File: src/rtl/bp_be_scoreboard_pkg.sv
// Shared RV64 definitions: opcode map, instruction field layout and the
// register-usage record produced by the decoder.
package bp_be_scoreboard_pkg;

    localparam logic [6:0] rv64_opcode_op      = 7'b0110011;
    localparam logic [6:0] rv64_opcode_op32    = 7'b0111011;
    localparam logic [6:0] rv64_opcode_opimm   = 7'b0010011;
    localparam logic [6:0] rv64_opcode_opimm32 = 7'b0011011;
    localparam logic [6:0] rv64_opcode_load    = 7'b0000011;
    localparam logic [6:0] rv64_opcode_store   = 7'b0100011;
    localparam logic [6:0] rv64_opcode_branch  = 7'b1100011;
    localparam logic [6:0] rv64_opcode_jal     = 7'b1101111;
    localparam logic [6:0] rv64_opcode_jalr    = 7'b1100111;
    localparam logic [6:0] rv64_opcode_lui     = 7'b0110111;
    localparam logic [6:0] rv64_opcode_auipc   = 7'b0010111;
    localparam logic [6:0] rv64_opcode_amo     = 7'b0101111;
    localparam logic [6:0] rv64_opcode_system  = 7'b1110011;
    localparam logic [6:0] rv64_opcode_miscmem = 7'b0001111;

    typedef struct packed {
        logic [6:0] funct7;
        logic [4:0] rs2;
        logic [4:0] rs1;
        logic [2:0] funct3;
        logic [4:0] rd;
        logic [6:0] opcode;
    } rv64_instr_s;

    typedef struct packed {
        logic [4:0] rs1;
        logic [4:0] rs2;
        logic [4:0] rd;
        logic       rs1_v;
        logic       rs2_v;
        logic       rd_v;
    } reg_decode_s;

endpackage

File: src/rtl/bp_be_instr_reg_decode.sv
// Combinational register-usage decode of an RV64 instruction: which of
// rs1/rs2/rd the instruction actually reads or writes.
module bp_be_instr_reg_decode
    import bp_be_scoreboard_pkg::*;
(
    input  rv64_instr_s instr,
    output reg_decode_s decode
);

    always_comb begin
        decode       = '0;
        decode.rs1   = instr.rs1;
        decode.rs2   = instr.rs2;
        decode.rd    = instr.rd;
        case (instr.opcode)
            rv64_opcode_op, rv64_opcode_op32, rv64_opcode_amo: begin
                decode.rs1_v = 1'b1;
                decode.rs2_v = 1'b1;
                decode.rd_v  = 1'b1;
            end
            rv64_opcode_opimm, rv64_opcode_opimm32, rv64_opcode_load,
            rv64_opcode_jalr, rv64_opcode_system: begin
                decode.rs1_v = 1'b1;
                decode.rd_v  = 1'b1;
            end
            rv64_opcode_store, rv64_opcode_branch: begin
                decode.rs1_v = 1'b1;
                decode.rs2_v = 1'b1;
            end
            rv64_opcode_lui, rv64_opcode_auipc, rv64_opcode_jal: begin
                decode.rd_v  = 1'b1;
            end
            default: ;
        endcase
    end

endmodule

File: src/rtl/bp_be_scoreboard.sv
// Busy-register scoreboard: holds issue on RAW/WAW hazards against pending
// long-latency writes and on a full pending-write budget.
module bp_be_scoreboard
    import bp_be_scoreboard_pkg::*;
#(
    parameter  int wb_ports_p    = 2,
    parameter  int max_pending_p = 4,
    localparam int cnt_w         = $clog2(max_pending_p + 1)
) (
    input  logic                    clk_i,
    input  logic                    reset_i,
    input  logic                    flush_i,
    input  logic                    issue_v_i,
    input  logic [31:0]             issue_instr_i,
    input  logic                    issue_long_i,
    output logic                    issue_ready_o,
    input  logic [wb_ports_p-1:0]   wb_v_i,
    input  logic [5*wb_ports_p-1:0] wb_rd_addr_i,
    output logic [31:0]             busy_o,
    output logic [cnt_w-1:0]        pending_count_o
);

    logic [31:0]      busy_reg, busy_next;
    logic [cnt_w-1:0] count_reg, count_next;

    rv64_instr_s instr;
    reg_decode_s dec;

    assign instr = rv64_instr_s'(issue_instr_i);

    bp_be_instr_reg_decode u_decode (
        .instr  (instr),
        .decode (dec)
    );

    // Ready depends only on registered state, so a same-cycle writeback never
    // releases a stalled instruction early.
    logic rs1_haz, rs2_haz, rd_haz, full_haz, rd_nonzero, set_v;

    assign rd_nonzero = (dec.rd != 5'd0);
    assign rs1_haz    = dec.rs1_v && (dec.rs1 != 5'd0) && busy_reg[dec.rs1];
    assign rs2_haz    = dec.rs2_v && (dec.rs2 != 5'd0) && busy_reg[dec.rs2];
    assign rd_haz     = dec.rd_v && rd_nonzero && busy_reg[dec.rd];
    assign full_haz   = issue_long_i && dec.rd_v && rd_nonzero
                        && (count_reg == cnt_w'(max_pending_p));

    assign issue_ready_o = !(rs1_haz || rs2_haz || rd_haz || full_haz) && !flush_i;
    assign set_v         = issue_v_i && issue_ready_o && issue_long_i
                           && dec.rd_v && rd_nonzero;

    logic [wb_ports_p-1:0] clr_hit;
    logic [31:0]           clr_mask [wb_ports_p];

    generate
        for (genvar gi = 0; gi < wb_ports_p; gi++) begin : g_wb
            logic [4:0] addr;
            assign addr         = wb_rd_addr_i[gi*5 +: 5];
            assign clr_hit[gi]  = wb_v_i[gi] && (addr != 5'd0) && busy_reg[addr];
            assign clr_mask[gi] = clr_hit[gi] ? (32'd1 << addr) : 32'd0;
        end
    endgenerate

    logic [31:0]      clr_all;
    logic [cnt_w-1:0] clr_cnt;

    always_comb begin
        clr_all = 32'd0;
        clr_cnt = '0;
        for (int i = 0; i < wb_ports_p; i++) begin
            clr_all = clr_all | clr_mask[i];
            clr_cnt = clr_cnt + cnt_w'(clr_hit[i]);
        end
        busy_next    = (busy_reg & ~clr_all) | (32'(set_v) << dec.rd);
        busy_next[0] = 1'b0;
        count_next   = count_reg + cnt_w'(set_v) - clr_cnt;
    end

    always_ff @(posedge clk_i or posedge reset_i) begin
        if (reset_i) begin
            busy_reg  <= 32'd0;
            count_reg <= '0;
        end else if (flush_i) begin
            busy_reg  <= 32'd0;
            count_reg <= '0;
        end else begin
            busy_reg  <= busy_next;
            count_reg <= count_next;
        end
    end

    assign busy_o          = busy_reg;
    assign pending_count_o = count_reg;

endmodule

File: config.mk
export PLATFORM = sky130hd
export DESIGN_NAME = bp_be_scoreboard
export DESIGN_NICKNAME = d
export VERILOG_FILES = /design/src/rtl/bp_be_scoreboard_pkg.sv /design/src/rtl/bp_be_instr_reg_decode.sv /design/src/rtl/bp_be_scoreboard.sv
export SDC_FILE = /design/constraint.sdc
export NUM_CORES = 1
export LEC_CHECK = 0
export BUFFER_PORTS_ARGS = -buffer_cell sky130_fd_sc_hd__buf_2
export CAP_MARGIN = 20
export CORE_ASPECT_RATIO = 0.5
export CORE_MARGIN = 5
export CORE_UTILIZATION = 61
export CTS_CLUSTER_SIZE = 30
export DETAILED_ROUTE_END_ITERATION = 12
export MAX_ROUTING_LAYER = met4
export PLACE_DENSITY = 0.95
export SYNTH_ARGS = -nofsm -noshare
export SYNTH_HDL_FRONTEND = slang
export SYNTH_SLANG_ARGS = --single-unit
File: constraint.sdc
create_clock -name clk_i -period 5.12 [get_ports clk_i]
set_clock_uncertainty 0.05 [all_clocks]
set_input_delay 0.512 -clock clk_i [delete_from_list [all_inputs] [get_ports clk_i]]
set_output_delay 0.512 -clock clk_i [all_outputs]
set_load 0.03 [all_outputs]
; ---- Yosys cells after proc, flatten, opt, wreduce, memory -nomap -nowiden
; Cells that the tools add are included.
[totals]
out_inout_bits = 36
reg_bits = 35
input_bits = 49
wordCells = 79
[classes]
add_sub_neg = 3
bitwise_logic = 4
shift = 3
reduce_logical = 31
magnitude_cmp = 5
n_eq_ne = 14
mux = 17
[op_table]
columns = cell, n
row1 = two-way mux 32 bit, 3
row2 = OR 32 bit, 2
row3 = left shift 1 x 5 -> 32 bit (first input constant), 2
row4 = equality test 7 x 6 -> 1 bit (second input constant), 5
row5 = AND 32 bit, 1
row6 = inverter 32 bit, 1
row7 = left shift 1 x 5 -> 32 bit, 1
row8 = < comparator 5 x 6 -> 1 bit (second input constant), 5
row9 = equality test 7 bit (second input constant), 4
row10 = binary-select mux 1 bit (select 5 bit), 5
row11 = nonzero test 5 bit, 5
row12 = equality test 7 x 5 -> 1 bit (second input constant), 3
row13 = logical AND 1 bit, 18
row14 = OR reduction 11 bit, 1
row15 = OR reduction 10 bit, 1
row16 = two-way mux 1 bit, 8
row17 = equality test 7 x 2 -> 1 bit (second input constant), 1
row18 = OR reduction 5 bit, 1
row19 = adder 3 x 1 -> 3 bit, 1
row20 = equality test 3 bit (second input constant), 1
row21 = logical OR 1 bit, 3
row22 = two-way mux 3 bit, 1
row23 = subtractor 3 x 2 -> 3 bit, 1
row24 = adder 1 x 1 -> 2 bit, 1
row25 = logical NOT 1 bit, 2

; ---- Longest topological paths before layout
; Gate-level depths: netlist (run 1).
[depth]
depth_word = 17
ltp_mapped = 15
depth_no_buf = 13

; ---- By module
; Synthesis (run 1) repeated with hierarchy kept, for this count alone.
[unflattened]
cells_unflattened = 384
hier_area_um2 = 3816.2
[modules_own_cells]
columns = mod, n_inst, area_per_inst_um2, seq_area_each_um2, cells_each
row1 = bp_be_scoreboard, 1, 3584.7, 850.8, 349
row2 = bp_be_instr_reg_decode, 1, 231.5, 0.0, 35

; ---- Worst setup path before layout (run 1)
; No wires, ideal clock.
[synth_timing]
kind = in2reg
start = in wb_rd_addr_i[5]
end = reg count_reg[1] (netlist: pending_count_o[1])
t_required_ns = 4.940
stages = 9
setup_time_ns = 0.130
arrival_ns = 3.251
path_slack_ns = 1.689
path_cell_list = clkbuf_1 -> buf_2 -> mux4_2 -> mux4_2 -> o211ai_1 -> fa_1 -> ha_1 -> ha_1 -> nor2b_1
[synth_between]
elab_chain_cells = 6
elab_cells_between_ends = 8
classes_between = add/sub (2) / mux (3) / reduce/logical (3)
[synth_rtl]
columns = element, line_no
row1 = "start, declared", bp_be_scoreboard.sv:18  ; input logic [5*wb_ports_p-1:0] wb_rd_addr_i,
row2 = binary-select mux 1 bit (select 5 bit) / nonzero test 5 bit (equally long branches), bp_be_scoreboard.sv:58  ; assign clr_hit[gi] = wb_v_i[gi] && (addr != 5'd0) && busy_reg[addr];
row3 = two-way mux 1 bit (implied by the code) / logical AND 1 bit (equally long branches), bp_be_scoreboard.sv:58
row4 = logical AND 1 bit *, bp_be_scoreboard.sv:58
row5 = adder 1 x 1 -> 2 bit *, bp_be_scoreboard.sv:71  ; clr_cnt = clr_cnt + cnt_w'(clr_hit[i]);
row6 = subtractor 3 x 2 -> 3 bit *, bp_be_scoreboard.sv:75  ; count_next = count_reg + cnt_w'(set_v) - clr_cnt;
row7 = two-way mux 3 bit *, bp_be_scoreboard.sv:82  ; end else if (flush_i) begin
row8 = "end signal, assigned", bp_be_scoreboard.sv:87  ; count_reg <= count_next;
row9 = "end, declared", bp_be_scoreboard.sv:24  ; logic [cnt_w-1:0] count_reg, count_next;
; Mark *: on every way between the ends. The rest lies on a longest branch, timed or not. The select of a mux whose other input is x is not followed.

; ---- Final worst setup path (run 1)
[layout_timing]
start = reg busy_reg[25] (netlist: busy_o[25])
end = out issue_ready_o
[layout_between]
elab_chain_cells = 8
elab_cells_between_ends = 14
classes_between = mux (6) / reduce/logical (8)
[layout_rtl]
columns = element, line_no
row1 = "start, declared", bp_be_scoreboard.sv:23  ; logic [31:0] busy_reg, busy_next;
row2 = "start signal, assigned", bp_be_scoreboard.sv:86  ; busy_reg <= busy_next;
row3 = binary-select mux 1 bit (select 5 bit) (on tied branches), "bp_be_scoreboard.sv:41, bp_be_scoreboard.sv:42"
row4 = two-way mux 1 bit (on tied branches), "bp_be_scoreboard.sv:41, bp_be_scoreboard.sv:42"
row5 = logical AND 1 bit (on tied branches), "bp_be_scoreboard.sv:41, bp_be_scoreboard.sv:42"
row6 = logical OR 1 bit, bp_be_scoreboard.sv:47  ; assign issue_ready_o = !(rs1_haz || rs2_haz || rd_haz || full_haz) && !flush_i;
row7 = logical OR 1 bit * (2 in series), bp_be_scoreboard.sv:47
row8 = logical NOT 1 bit *, bp_be_scoreboard.sv:47
row9 = logical AND 1 bit *, bp_be_scoreboard.sv:47
row10 = "end, declared", bp_be_scoreboard.sv:16  ; output logic issue_ready_o,
; Marked as above.

==> flow_summary.ini, run 1 <==
[placement]
dpl.cell_count = 519
io_buffers = 73
gp_congestion = 1.066
placed_cell_area_um2 = 4285
dp_hpwl_mm = 10.38

[worst_hold_path]
hold_path_class = in2async

[worst_setup_path]
cp-end-kind = output port
critical_path_class = reg2out
crit_fanout = 7
worstPathCellList = mux2i_1 > o311ai_0 > a211oi_1 > or4_1 > o22ai_4 > a21oi_1 > buf_2
crit_required_ps = 4560
critPathLaunchType = register
cpPeakStageDelay_ps = 540
cpMaxStageDelayCell = dfrtp_1
critical_path_arrival_ps = 2670

[sta]
slew_headroom_pct = 42.78
setup_viol = 0
maxSlewViolCount = 0
worst_slew_pin_slew_ps = 836.6
min_period_over_period_pct = 63.22
max_freq_mhz = 308.9
period_minus_slack_ps = 3237
fin_setup_tns_ps = 0
rsz0062_at_grt = no
finalHoldViolations = 0

[logic_synthesis]
seq_area_frac_synth_pct = 21.40
ys_ff_latch = 34
synth.net_count = 446
synth_xor_xnor_area_share_pct = 0.4405
synth_edf_count = 0
syn_area_per_cell_um2 = 10.12
synth-async-reset-ratio_pct = 100.0
synth_top_family_by_area = compound AO/OA/AOI/OAI gates
synth-compound-area-share_pct = 24.76
ys_types = 54
synth_simple_gate_area_share_pct = 21.77
yosys_warnings = 0
ys.flop_type = dfrtp_1
synthesis.area_um2 = 3976
synthAdderAreaFrac_pct = 1.447
synth_mux_area_share_pct = 24.45
synthCells = 393

[run]
cap_violations = 0

[floorplan]
die_h_um = 67.09
die-area_um2 = 8331
placementRows = 20
ios = 85
initial_core_util_pct = 64.07
die_w_um = 124.2
core_um2 = 6206

[clock_tree]
root_buffer = clkbuf_16
numCtsBuffers = 5
cts_tree = yes
clock_sinks = 34
clockBufferDepth = 2
clock_latency_ps = 280
h-tree-depth = 2
postCtsSetupRepairBufs = 0
cts_resized = 0
path_clk_slew_ps = 60
hold_buffers = 0

[run_status]
outcome = complete, no violations

[route]
drtAntennaViolNets = 0
vias_per_cell = 7.602
vias = 4006
wl_per_cell_um = 26.49
drc = 0
wl_mm = 13.96
drt_first_pass_iters = 7
drt_iter0_markers = 548

[finish]
final_layout_size_suffix_gt1_share_pct = 35.76
stdcell_count = 527
utilization_pct = 71.79
diodes = 0
area_growth_pct = 12.05
final_cell_area_um2 = 4456
nets = 491
fillers = 459

[global_route]
antenna_found_initial = 0
grt_pass1_wl_mm = 21.44
track_usage_pct = 35.72
first_global_vias = 3854
grt_max_degree = 41
grt_overflow_total = 0

[power_and_ir_drop]
power.leakage_nw = 1.879
cellPowerDensity_nw_per_um2 = 178.3
ir_worst_vdd_mv = 0.1295
-- kinds of logic after synthesis --
| group | after synthesis |
|---|---|
| AND/OR/NAND/NOR | 150 |
| AO/OA/AOI/OAI | 96 |
| multiplexers | 60 |
| buffers and inverters | 46 |
| flip-flops | 34 |
| adder cells (fa/ha/maj) | 4 |
| XOR/XNOR | 2 |
| other | 1 |
-- sequential cells by signal, summed over array words and instances, names as in the netlist --
| signal | cells |
|---|---|
| busy_o | 31 |
| pending_count_o | 3 |
-- layer usage --
layer | wire length (µm) | part of all wire, % | GRT usage [%] | vias to the layer above
met3 | 2415 | 17 | 14.33 | 57
met2 | 5914 | 42 | 51.48 | 351
met5 | 0 | 0 | - | -
met4 | 444 | 3.2 | 13.10 | 0
li1 | - | - | - | 1681
met1 | 5184 | 37 | 45.46 | 1917
-- synthesized netlist by cell type, drive strengths merged, types with 3 or more instances --
cell type | count | area share (%)
mux4 | 29 | 17
nor2b | 39 | 6.1
a21oi | 7 | 0.88
or3 | 4 | 0.63
dfrtp | 34 | 21
o21ai | 7 | 0.88
inv | 8 | 0.76
mux2i | 27 | 6.8
nand3 | 13 | 1.6
or2 | 3 | 0.47
ha | 3 | 0.94
nor3b | 6 | 1.1
nand2 | 28 | 2.6
mux2 | 4 | 1.1
nand2b | 11 | 1.7
and3 | 4 | 0.63
or3b | 6 | 1.3
nor2 | 11 | 1.2
o22ai | 6 | 1.3
clkbuf | 20 | 1.9
o221ai | 23 | 5.1
a211oi | 4 | 0.76
a22oi | 3 | 0.57
buf | 18 | 3.0
o41ai | 32 | 12
nor3 | 9 | 1.1
a2111oi | 3 | 0.66
nand4 | 6 | 0.94
-- report_power, final --
group,internal [mW],switching (mW),leakage [nW]
registers,0.271,0.00262,0.474
logic,0.0524,0.114,1.33
clock network,0.229,0.124,0.0760
-- cells in the final DEF (no fill, tap or decap), types with 2 or more instances in the layout --
| cell | instances |
|---|---|
| or4_1 | 2 |
| buf_2 | 73 |
| a21oi_1 | 7 |
| inv_1 | 8 |
| nor2b_1 | 39 |
| o311ai_0 | 2 |
| nand2b_1 | 11 |
| nand3_1 | 12 |
| nand2_1 | 28 |
| mux4_2 | 28 |
| nor3b_1 | 6 |
| nor2_1 | 10 |
| ha_1 | 3 |
| dfrtp_1 | 34 |
| or3_1 | 4 |
| nor3_1 | 9 |
| a211oi_1 | 4 |
| o41ai_2 | 28 |
| mux2i_1 | 27 |
| nand4_1 | 6 |
| clkinvlp_4 | 2 |
| buf_4 | 3 |
| a2111oi_0 | 3 |
| and3_1 | 4 |
| o221ai_1 | 23 |
| and3b_1 | 2 |
| o41ai_1 | 4 |
| o22ai_1 | 5 |
| o21ai_0 | 7 |
| nand3b_1 | 2 |
| o211ai_1 | 2 |
| mux2_2 | 4 |
| or3b_2 | 6 |
| or2_2 | 3 |
| nand4b_1 | 2 |
| a22oi_1 | 3 |
| clkbuf_16 | 5 |
-- critical path: cells and delay by family (launching register included) --
kind | cells | cell delay [ps]
simple gates | 1 | 540
flops | 1 | 540
mux | 1 | 170
compound gates | 4 | 900
buf+inv | 1 | 240
-- through the flow --
| step | hold WS, ps | power, mW | setup WS (ps) |
|---|---|---|---|
| 2_1_floorplan | 603.6 | 0.3952 | 1689 |
| 3_3_place_gp | 566.1 | 0.4373 | 1655 |
| 3_5_place_dp | 578.7 | 0.4411 | 1668 |
| 4_1_cts | 282.5 | 0.7870 | 1942 |
| 5_1_grt | 317.9 | 0.8165 | 1732 |
| 6_report | 266.1 | 0.7945 | 1883 |
-- cell type report --
class / instances / area, µm² / area share (%)
inverters: 8 / 30.03 / 0.6740
repair buffers: 76 / 387.9 / 8.705
multi-input cells: 313 / 2907 / 65.23
clock buffers: 5 / 125.1 / 2.808
well taps: 88 / 110.1 / 2.471
clock inverters: 3 / 45.04 / 1.011
flip-flops and latches: 34 / 850.8 / 19.10
-- worst paths after layout --
kind / cells past startpoint / slack [ps] / endpoint / start
min in group clk_i: 3 / 630 / pending_count_o[2] / pending_count_o[2]
max: 7 / 1880 / issue_ready_o / busy_o[25]
min reg2reg: 3 / 630 / pending_count_o[2] / pending_count_o[2]
max in group asynchronous: 3 / 4430 / busy_o[1] / reset_i
min: 3 / 270 / busy_o[9] / reset_i
max reg2reg: 10 / 2060 / pending_count_o[2] / busy_o[2]
Note: power is estimated with default switching activity, not from simulation.
==> inputs of run 2 (changes only) <==
--- a/config.mk
+++ b/config.mk
@@ -9,11 +9,11 @@
 export CAP_MARGIN = 20
 export CORE_ASPECT_RATIO = 0.5
 export CORE_MARGIN = 5
-export CORE_UTILIZATION = 61
+export CORE_UTILIZATION = 56
 export CTS_CLUSTER_SIZE = 30
 export DETAILED_ROUTE_END_ITERATION = 12
 export MAX_ROUTING_LAYER = met4
-export PLACE_DENSITY = 0.95
+export PLACE_DENSITY = 0.91
 export SYNTH_ARGS = -nofsm -noshare
 export SYNTH_HDL_FRONTEND = slang
 export SYNTH_SLANG_ARGS = --single-unit
==> constraint.sdc (replaced) <==
create_clock -name clk_i -period 3 [get_ports clk_i]
set_clock_uncertainty 0.05 [all_clocks]
set_input_delay 0.3 -clock clk_i [delete_from_list [all_inputs] [get_ports clk_i]]
set_output_delay 0.3 -clock clk_i [all_outputs]
set_load 0.03 [all_outputs]
==> run 2 against run 1 <==
  * Clock power rose by 69%
  * Die area rose by 7.9%
  * Critical path depth did not move
  * Critical endpoint is now pending_count_o[1]
  * Largest cell class unchanged
  * Largest power group unchanged
==> flow_summary.ini, run 2 (synthesis results as in run 1) <==
[floorplan]
core_um2 = 6779
die_h_um = 69.59
initial_core_util_pct = 58.66
die_w_um = 129.2
placementRows = 21
die-area_um2 = 8988
ios = 85

[clock_tree]
clockBufferDepth = 2
cts_tree = yes
hold_buffers = 0
root_buffer = clkbuf_16
clock_latency_ps = 280
clock_sinks = 34
numCtsBuffers = 5
path_clk_slew_ps = 50
h-tree-depth = 2

[sta]
setup_viol = 0
finalHoldViolations = 0
worst_slew_pin_slew_ps = 773.2
period_minus_slack_ps = 2950
fin_setup_tns_ps = 0
slew_headroom_pct = 48.46
min_period_over_period_pct = 98.35
maxSlewViolCount = 0
max_freq_mhz = 338.9

[placement]
gp_congestion = 1.124
dp_hpwl_mm = 10.71
io_buffers = 73
dpl.cell_count = 565
placed_cell_area_um2 = 4618

[worst_setup_path]
crit_fanout = 2
crit_top_cell = mux4_2
crit_required_ps = 3070
critical_path_class = reg2reg
critPathLaunchType = register
cpMaxStageDelayCell = mux4_2
cpPeakStageDelay_ps = 530
cp_num_buf_inv = 0
critical_path_arrival_ps = 3030
critPathTopFamily = multiplexers
worstPathCellList = mux4_2 > mux4_2 > o211ai_1 > fa_1 > ha_2 > ha_1 > nor2b_1
cp-end-kind = register

[route]
vias = 4410
vias_per_cell = 7.656
drtAntennaViolNets = 0
wl_mm = 15.37
drt_iter0_markers = 1003
wl_per_cell_um = 26.68
drc = 0
drt_first_pass_iters = 11

[worst_hold_path]
hold_path_class = in2async

[power_and_ir_drop]
pwr-share-seq_pct = 33.8
power.switching_mw = 0.4050
ir_worst_vdd_mv = 0.1957
power.internal_mw = 0.9809
switching_share_pct = 29.22
cellPowerDensity_nw_per_um2 = 285.6
clkPwrFrac_pct = 43.3
power_mw = 1.386
power.leakage_nw = 2.143
pwr-share-comb_pct = 22.9

[finish]
fillers = 470
multiInputGateArea_um2 = 2913
nets = 537
mostFrequentLayoutCells = buf_2 (71), buf_4 (46), nor2b_1 (39)
largest_register_ffs = 31
area_growth_pct = 22.06
final_layout_size_suffix_gt1_share_pct = 42.15
diodes = 0
regArea_um2 = 850.8
mostFrequentLayoutCell = buf_2
final_cell_area_um2 = 4853
stdcell_count = 576

[global_route]
grt_overflow_total = 0
track_usage_pct = 32.85
first_global_vias = 4079
antenna_found_initial = 0
grt_max_degree = 41
grt_pass1_wl_mm = 22.55

[run_status]
outcome = complete, no violations

[run]
cap_violations = 0
-- run 2: cell types whose count changed in the layout (fill, tap and decap cells not counted), sizes merged --
cell and change:
buf +44, clkbuf +3, clkinvlp -2
-- run 2: power groups by stage --
stage | combinational (mW) | sequential [mW] | clock [mW]
final | 0.317 | 0.468 | 0.600
after global routing | 0.333 | 0.468 | 0.615
after CTS | 0.296 | 0.468 | 0.595
after detailed placement | 0.293 | 0.476 | 0
after global placement | 0.287 | 0.476 | 0
after floorplan | 0.191 | 0.484 | 0
-- run 2: worst paths after layout --
check	startpoint	end	slack [ps]	cells past startpoint
max in group asynchronous	reset_i	busy_o[24]	2520	3
min in group clk_i	wb_rd_addr_i[3]	busy_o[31]	510	4
hold / removal	reset_i	busy_o[10]	60	3
setup / recovery	busy_o[7]	pending_count_o[1]	50	7
hold reg to reg	pending_count_o[2]	pending_count_o[2]	620	3
setup reg to reg	busy_o[7]	pending_count_o[1]	50	7
-- run 2: routing by layer --
metal | track usage (%) | up-vias | routed length [µm]
li1 | - | 1770 | -
met1 | 42.60 | 2091 | 5548
met2 | 46.10 | 437 | 6297
met3 | 13.92 | 112 | 2725
met4 | 11.06 | 0 | 795
met5 | - | - | 0
-- run 2: cell type report --
type	count	share of cell area [%]
clock buffers	6	2.862
clock inverters	1	0.6187
inverters	8	0.6187
multi-input cells	313	60.02
flip-flops and latches	34	17.53
well taps	92	2.372
repair buffers	122	15.98
-- run 2: through the flow --
stage / setup WS [ps] / hold WS (ps) / utilization, %
after detailed placement: -122.6 / 369.9 / 68.12
after global routing: -15.45 / 114.4 / 71.59
after global placement: -108.7 / 360.2 / 68.12
after floorplan: 12.63 / 391.6 / -
final: 49.52 / 63.69 / 71.59
after CTS: 2.661 / 78.57 / 70.65
-- run 2: worst min-delay path: stages --
cell and delay, ps:
buf_2 90, inv_1 40, buf_4 390
-- run 2: repair_timing --
item	CTS	global route
endpoints found under the setup margin	1	3
buffers inserted	0	3
pin swaps	0	4
gates resized for setup	2	6
gates cloned	0	1
